===== src/rtl/ram_sweep_ctrl.sv =====
// Write/read sweep controller around an inferred single-port RAM.
// A write sweep fills every word with its address pattern; a read sweep dwells on each word, and can be paused and resumed.
module ram_sweep_ctrl #(
  parameter int          DATA_W   = 8,
  parameter int          ADDR_W   = 8,
  parameter int          DEPTH    = 256,
  parameter logic [23:0] HOLD_MAX = 24'd9_999_999
) (
  input  logic              sys_clk,
  input  logic              sys_rst,
  input  logic              wr_flag,
  input  logic              rd_flag,
  input  logic              mode,
  output logic [DATA_W-1:0] rd_data,
  output logic              rd_valid,
  output logic [ADDR_W-1:0] addr_out,
  output logic [1:0]        state_out,
  output logic              wr_done
);

  typedef enum logic [1:0] {
    ST_IDLE  = 2'd0,
    ST_WRITE = 2'd1,
    ST_READ  = 2'd2,
    ST_PAUSE = 2'd3
  } state_t;

  localparam logic [ADDR_W-1:0] ADDR_LAST = ADDR_W'(DEPTH - 1);
  localparam logic [ADDR_W-1:0] ADDR_ZERO = {ADDR_W{1'b0}};
  localparam logic [ADDR_W-1:0] ADDR_ONE  = ADDR_W'(1);
  localparam logic [23:0]       CNT_ZERO  = 24'd0;
  localparam logic [23:0]       CNT_ONE   = 24'd1;

  logic [DATA_W-1:0] mem_q [DEPTH];

  state_t            state_q, state_d;
  logic [ADDR_W-1:0] addr_q, addr_d;
  logic [23:0]       cnt_q, cnt_d;
  logic [DATA_W-1:0] rd_data_q;
  logic              rd_valid_q, rd_valid_d;
  logic              wr_done_q, wr_done_d;
  logic              we_s, re_s;
  logic [DATA_W-1:0] wdata_s;
  logic [ADDR_W-1:0] addr_inc_s;

  always_comb begin
    state_d    = state_q;
    addr_d     = addr_q;
    cnt_d      = cnt_q;
    wr_done_d  = 1'b0;
    we_s       = 1'b0;
    re_s       = 1'b0;
    wdata_s    = mode ? ~DATA_W'(addr_q) : DATA_W'(addr_q);
    addr_inc_s = (addr_q == ADDR_LAST) ? ADDR_ZERO : addr_q + ADDR_ONE;

    case (state_q)
      ST_IDLE: begin
        if (wr_flag) begin
          state_d = ST_WRITE;
          addr_d  = ADDR_ZERO;
          cnt_d   = CNT_ZERO;
        end else if (rd_flag) begin
          state_d = ST_READ;
          addr_d  = ADDR_ZERO;
          cnt_d   = CNT_ZERO;
        end else begin
          state_d = ST_IDLE;
        end
      end
      // A write sweep cannot be interrupted by either key.
      ST_WRITE: begin
        we_s = 1'b1;
        if (addr_q == ADDR_LAST) begin
          state_d   = ST_IDLE;
          addr_d    = ADDR_ZERO;
          wr_done_d = 1'b1;
        end else begin
          addr_d = addr_inc_s;
        end
      end
      ST_READ: begin
        re_s = 1'b1;
        if (wr_flag) begin
          state_d = ST_WRITE;
          addr_d  = ADDR_ZERO;
          cnt_d   = CNT_ZERO;
        end else if (rd_flag) begin
          state_d = ST_PAUSE;
        end else if (cnt_q == HOLD_MAX) begin
          cnt_d  = CNT_ZERO;
          addr_d = addr_inc_s;
        end else begin
          cnt_d = cnt_q + CNT_ONE;
        end
      end
      ST_PAUSE: begin
        re_s = 1'b1;
        if (wr_flag) begin
          state_d = ST_WRITE;
          addr_d  = ADDR_ZERO;
          cnt_d   = CNT_ZERO;
        end else if (rd_flag) begin
          state_d = ST_READ;
        end else begin
          state_d = ST_PAUSE;
        end
      end
      default: begin
        state_d = ST_IDLE;
        addr_d  = ADDR_ZERO;
        cnt_d   = CNT_ZERO;
      end
    endcase

    rd_valid_d = re_s && ((state_d == ST_READ) || (state_d == ST_PAUSE));
  end

  always_ff @(posedge sys_clk) begin
    if (sys_rst) begin
      state_q    <= ST_IDLE;
      addr_q     <= ADDR_ZERO;
      cnt_q      <= CNT_ZERO;
      rd_data_q  <= {DATA_W{1'b0}};
      rd_valid_q <= 1'b0;
      wr_done_q  <= 1'b0;
    end else begin
      state_q    <= state_d;
      addr_q     <= addr_d;
      cnt_q      <= cnt_d;
      rd_valid_q <= rd_valid_d;
      wr_done_q  <= wr_done_d;
      if (re_s) begin
        rd_data_q <= mem_q[addr_q];
      end
    end
  end

  // RAM contents survive reset; only the write in the reset cycle itself is suppressed.
  always_ff @(posedge sys_clk) begin
    if (we_s && !sys_rst) begin
      mem_q[addr_q] <= wdata_s;
    end
  end

  assign rd_data   = rd_data_q;
  assign rd_valid  = rd_valid_q;
  assign addr_out  = addr_q;
  assign state_out = state_q;
  assign wr_done   = wr_done_q;

endmodule


===== config.mk =====
export PLATFORM = sky130hd
export DESIGN_NAME = ram_sweep_ctrl
export DESIGN_NICKNAME = d
export VERILOG_FILES = /design/src/rtl/ram_sweep_ctrl.sv
export SDC_FILE = /design/constraint.sdc
export NUM_CORES = 2
export LEC_CHECK = 0
export ABC_AREA = 0
export ABC_CLOCK_PERIOD_IN_PS = 16400
export CAP_MARGIN = 20
export CORE_ASPECT_RATIO = 0.9
export CORE_UTILIZATION = 40
export CTS_CLUSTER_SIZE = 20
export DETAILED_ROUTE_END_ITERATION = 8
export HOLD_SLACK_MARGIN = 0.06
export SYNTH_ARGS = -nofsm -noshare
export SYNTH_HDL_FRONTEND = slang
export SYNTH_SLANG_ARGS = --single-unit

===== constraint.sdc =====
create_clock -name sys_clk -period 16.4 [get_ports sys_clk]
set_input_delay 3.28 -clock sys_clk [delete_from_list [all_inputs] [get_ports sys_clk]]
set_output_delay 3.28 -clock sys_clk [all_outputs]
set_load 0.05 [all_outputs]

==> impl_table.tex <==
\begin{tabular}{lr}
\hline
Metric & Value \\
\hline
\multicolumn{2}{l}{\textbf{Logic synthesis}} \\
\quad EDFF count, synth & 2048 \\
\quad Most common library cells after synthesis & 2048 x sky130\_fd\_sc\_hd\_\_edfxtp\_1, 510 x sky130\_fd\_sc\_hd\_\_mux4\_2, 357 x sky130\_fd\_sc\_hd\_\_nor2\_1, 190 x sky130\_fd\_sc\_hd\_\_nand2\_1, 96 x sky130\_fd\_sc\_hd\_\_mux2i\_1 \\
\quad Sequential cell area fraction in the yosys report & 76.09\% \\
\quad Syn Inst Count & 3993 \\
\quad Mean Syn Cell Area & 20.53 sq um \\
\quad Area share of the largest cell type after synthesis & 75.01\% \\
\quad Synth area leader & sky130\_fd\_sc\_hd\_\_edfxtp\_1 \\
\quad Number of synthesized register bits & 2092 \\
\quad Most used flip-flop cell after synthesis & sky130\_fd\_sc\_hd\_\_edfxtp\_1 \\
\quad Net count after synthesis & 4009 \\
\quad Leading post-synthesis cells by cell area & sky130\_fd\_sc\_hd\_\_edfxtp\_1 75\%, sky130\_fd\_sc\_hd\_\_mux4\_2 14\%, sky130\_fd\_sc\_hd\_\_nor2\_1 1.6\%, sky130\_fd\_sc\_hd\_\_mux2i\_1 1.2\%, sky130\_fd\_sc\_hd\_\_dfxtp\_1 1.1\% \\
\quad Yosys warns & 0 \\
\quad Syn Std Cell Area & 0.08198 sq mm \\
\quad Number of library cell types mapped by synthesis & 75 \\
\quad Synth async-reset ratio & 0\% \\
\quad Cell with the most instances after synthesis & sky130\_fd\_sc\_hd\_\_edfxtp\_1 \\
\multicolumn{2}{l}{\textbf{Clocking}} \\
\quad Clock transition at the registers of the reported paths & 60 ps \\
\quad Post-CTS sizing & 0 \\
\quad Post-CTS repair timing setup buffer count & 0 \\
\quad CTS H-tree depth & 4 \\
\quad Clock latency of the later-clocked register in the worst-skew pair & 850 ps \\
\quad Hold Buf Count CTS & 0 \\
\quad CTS tree & yes \\
\quad Total CTS buffers & 198 \\
\quad TritonCTS sink count & 2092 \\
\quad CTS root buffer & sky130\_fd\_sc\_hd\_\_clkbuf\_16 \\
\quad Longest Clk Path Bufs & 3 \\
\multicolumn{2}{l}{\textbf{STA}} \\
\quad Number of max-slew violations in the final report & 0 \\
\quad Tightest slew margin relative to the limit & 22.36\% \\
\quad Fmax & 0.1561 GHz \\
\quad Least setup slack across all paths after layout & 9993 ps \\
\quad Final number of hold-violating endpoints & 0 \\
\quad Period Utilization, post-route & 39.07\% \\
\quad Setup repair after global routing missed its margin & no \\
\quad Final count of negative-setup-slack endpoints & 0 \\
\quad Setup clock skew after layout & 62.02 ps \\
\quad Final-layout worst hold slack & 497.5 ps \\
\quad Minimum clock period & 6407 ps \\
\quad Slew at the pin closest to its max-slew limit & 1150 ps \\
\quad Sum Neg Setup Slack & 0 ps \\
\multicolumn{2}{l}{\textbf{Floorplanning}} \\
\quad Initial core utilization & 40.29\% \\
\quad Number of top-level design ports & 25 \\
\quad Width of the chip & 479.2 microns \\
\quad Area enclosed by the die boundary & 0.2068 sq mm \\
\quad Die H & 431.5 microns \\
\quad Total number of placement rows & 157 \\
\quad Core footprint & 0.2035 sq mm \\
\multicolumn{2}{l}{\textbf{Power and ir drop}} \\
\quad Power share of the sequential group & 55.1\% \\
\quad Static leakage & 0.02757 uW \\
\quad Maximum vdd drop & 0.0001049 V \\
\quad Power density relative to cell area & 116.4 mW/mm\^{}2 \\
\quad Cell internal pwr & 8475 uW \\
\quad Fraction of power consumed by combinational cells & 2.3\% \\
\quad Sw frac & 20.57\% \\
\quad Share of power burned in the clock network & 42.5\% \\
\quad Power spent charging and discharging nets & 2195 uW \\
\multicolumn{2}{l}{\textbf{Detailed routing}} \\
\quad Number of design-rule violations left by the first detailed-router iteration & 5118 \\
\quad Remaining antenna violation count after routing & 0 \\
\quad Remaining DRCs & 0 \\
\quad Aggregate routed wire length & 217900 microns \\
\quad First drt pass iteration count & 6 \\
\quad Routed len/inst & 31.36 microns \\
\quad Post-DR vias/cell & 5.896 \\
\quad Total number of vias & 40977 \\
\multicolumn{2}{l}{\textbf{Worst setup path}} \\
\quad Largest fanout on the critical path & 57 \\
\quad Buffers \& Inverters on Critical Path & 5 \\
\quad Kind of critical path & input pin to flop \\
\quad Slowest CP cell & sky130\_fd\_sc\_hd\_\_xor2\_4 \\
\quad Cell family with most CP delay & buffers and inverters \\
\quad Worst setup EP type & flop \\
\quad Most used cell along the critical path & sky130\_fd\_sc\_hd\_\_buf\_4 \\
\quad Critical path data required time & 16940 ps \\
\quad Type of element launching the critical path & input pin \\
\quad Source of the worst register-to-register timing path & addr\_out[1] \\
\quad Ordered list of cells on the worst path & clkdlybuf4s50\_1, buf\_4, xor2\_4, buf\_4, buf\_4, buf\_4 \\
\quad Launch point of the critical path & mode \\
\quad Delay contributed by the slowest stage of the critical path & 750 ps \\
\quad Data arrival time of the critical path & 6950 ps \\
\multicolumn{2}{l}{\textbf{Global routing}} \\
\quad Global-route congestion overflow total & 0 \\
\quad Initial antenna violation count & 4 \\
\quad Aggregate global-route resource usage & 21.07\% \\
\quad Global-route wire length before repair & 310100 microns \\
\quad Largest net degree at the start of global routing & 180 \\
\quad Vias in the first global route & 40605 \\
\multicolumn{2}{l}{\textbf{Layout}} \\
\quad Fillcell total & 17227 \\
\quad Area taken by multi-input logic gates & 0.01834 sq mm \\
\quad Final design utilization & 45.05\% \\
\quad Layout cells sized above 1 & 22.35\% \\
\quad Growth of design area from synthesis to finish & 11.83\% \\
\quad Sequential cell area & 0.06240 sq mm \\
\quad Number of nets in the final layout & 4095 \\
\multicolumn{2}{l}{\textbf{Outcome}} \\
\quad Result of the run & finished, final reports clean \\
\multicolumn{2}{l}{\textbf{Hold path}} \\
\quad Type of the most critical hold path & flop to flop \\
\quad Start point of the worst hold path & cnt\_q[0] \\
\multicolumn{2}{l}{\textbf{Place}} \\
\quad Post-placement setup slack & 9116 ps \\
\quad Buffers added on ports & 24 \\
\quad Detailed placer's ending HPWL & 130400 microns \\
\quad Gpl congestion & 0.8607 \\
\multicolumn{2}{l}{\textbf{Job}} \\
\quad \# Max-Cap Violations & 0 \\
\hline
\end{tabular}
-- worst register-to-register path, cell delays in order (launching register included) --
cell and delay, ps:
sky130_fd_sc_hd__dfxtp_4 880, sky130_fd_sc_hd__buf_12 590, sky130_fd_sc_hd__buf_12 540, sky130_fd_sc_hd__buf_4 870, sky130_fd_sc_hd__buf_4 890, sky130_fd_sc_hd__mux4_2 490, sky130_fd_sc_hd__mux4_2 560, sky130_fd_sc_hd__a22o_1 270
sky130_fd_sc_hd__nor4_1 680, sky130_fd_sc_hd__o31ai_1 130
-- metrics by stage --
| step | std cells | power (uW) | area, sq um |
|---|---|---|---|
| floorplan | 3993 | 6167 | 81980 |
| global placement | 6580 | 6243 | 85300 |
| detailed placement | 6581 | 6248 | 85310 |
| CTS | 6948 | 10730 | 91670 |
| global route | 6949 | 10930 | 91680 |
| finish | 6950 | 10670 | 91690 |
-- path summary, 6_finish.rpt --
| check | endpoint | slack, ps | cells past startpoint |
|---|---|---|---|
| setup / recovery | mem_q[21][3] | 9990 | 6 |
| hold / removal | cnt_q[0] | 500 | 2 |
| setup reg to reg | rd_data[7] | 10380 | 9 |
| hold reg to reg | cnt_q[0] | 500 | 2 |
-- cell type report --
| cell class | instances | share of cell area [%] |
|---|---|---|
| Sequential cell | 2092 | 68.06 |
| Inverter | 13 | 0.06141 |
| Multi-Input combinational cell | 1650 | 20.00 |
| Clock inverter | 132 | 1.335 |
| Tap cell | 2703 | 3.689 |
| Clock buffer | 235 | 5.602 |
| Antenna cell | 1 | 0.002729 |
| Timing Repair Buffer | 124 | 1.253 |
-- state kept, by name, indices dropped and copies added (netlist names) --
signal,cells
wr_done,1
cnt_q,24
state_out,2
rd_valid,1
rd_data,8
addr_out,8
mem_q,2048
-- routing by layer --
metal	track usage [%]	part of all wire (%)	up-vias
met1	30.96	42	22054
met2	31.59	46	2003
met5	0	0.012	-
li1	-	-	16616
met4	5.746	2.5	4
met3	4.786	9.5	300
-- power by group through the flow --
stage | sequential [uW] | combinational (uW) | clock (uW)
4_1_cts | 5880 | 249 | 4600
5_1_grt | 5880 | 261 | 4790
3_5_place_dp | 6000 | 250 | 0
6_report | 5880 | 247 | 4540
3_3_place_gp | 6000 | 245 | 0
2_1_floorplan | 6040 | 128 | 0
-- layout by cell type, fill, tap and decap left out, drive strengths merged, types with 8 or more instances in the layout --
cell type,count
edfxtp,2048
mux4,514
nor2,357
clkbuf,235
nand2,190
buf,100
clkinv,100
mux2i,96
nand3,44
dfxtp,44
o22ai,39
o21ai,39
a21oi,36
mux2,35
a32oi,28
a22oi,24
clkdlybuf4s50,24
nor2b,22
inv,20
a31oi,19
bufinv,19
nor3,19
and3,14
or3,14
xor2,13
and2,12
ha,11
xnor2,10
nand4,9
nor4,9
o211ai,8
-- cells by family after synthesis --
kind of cell               after synthesis  share of synthesized area [%]
adders and majority gates               11                         0.1679
and+or+nand+nor                        715                          3.766
buffers and inverters                  251                          1.763
DFF                                   2092                          76.09
AOI/OAI and AO/OA                      256                          2.179
muxes                                  645                          15.79
xor gates and xnor gates                23                         0.2457
Power figures use the tool's default switching activity.
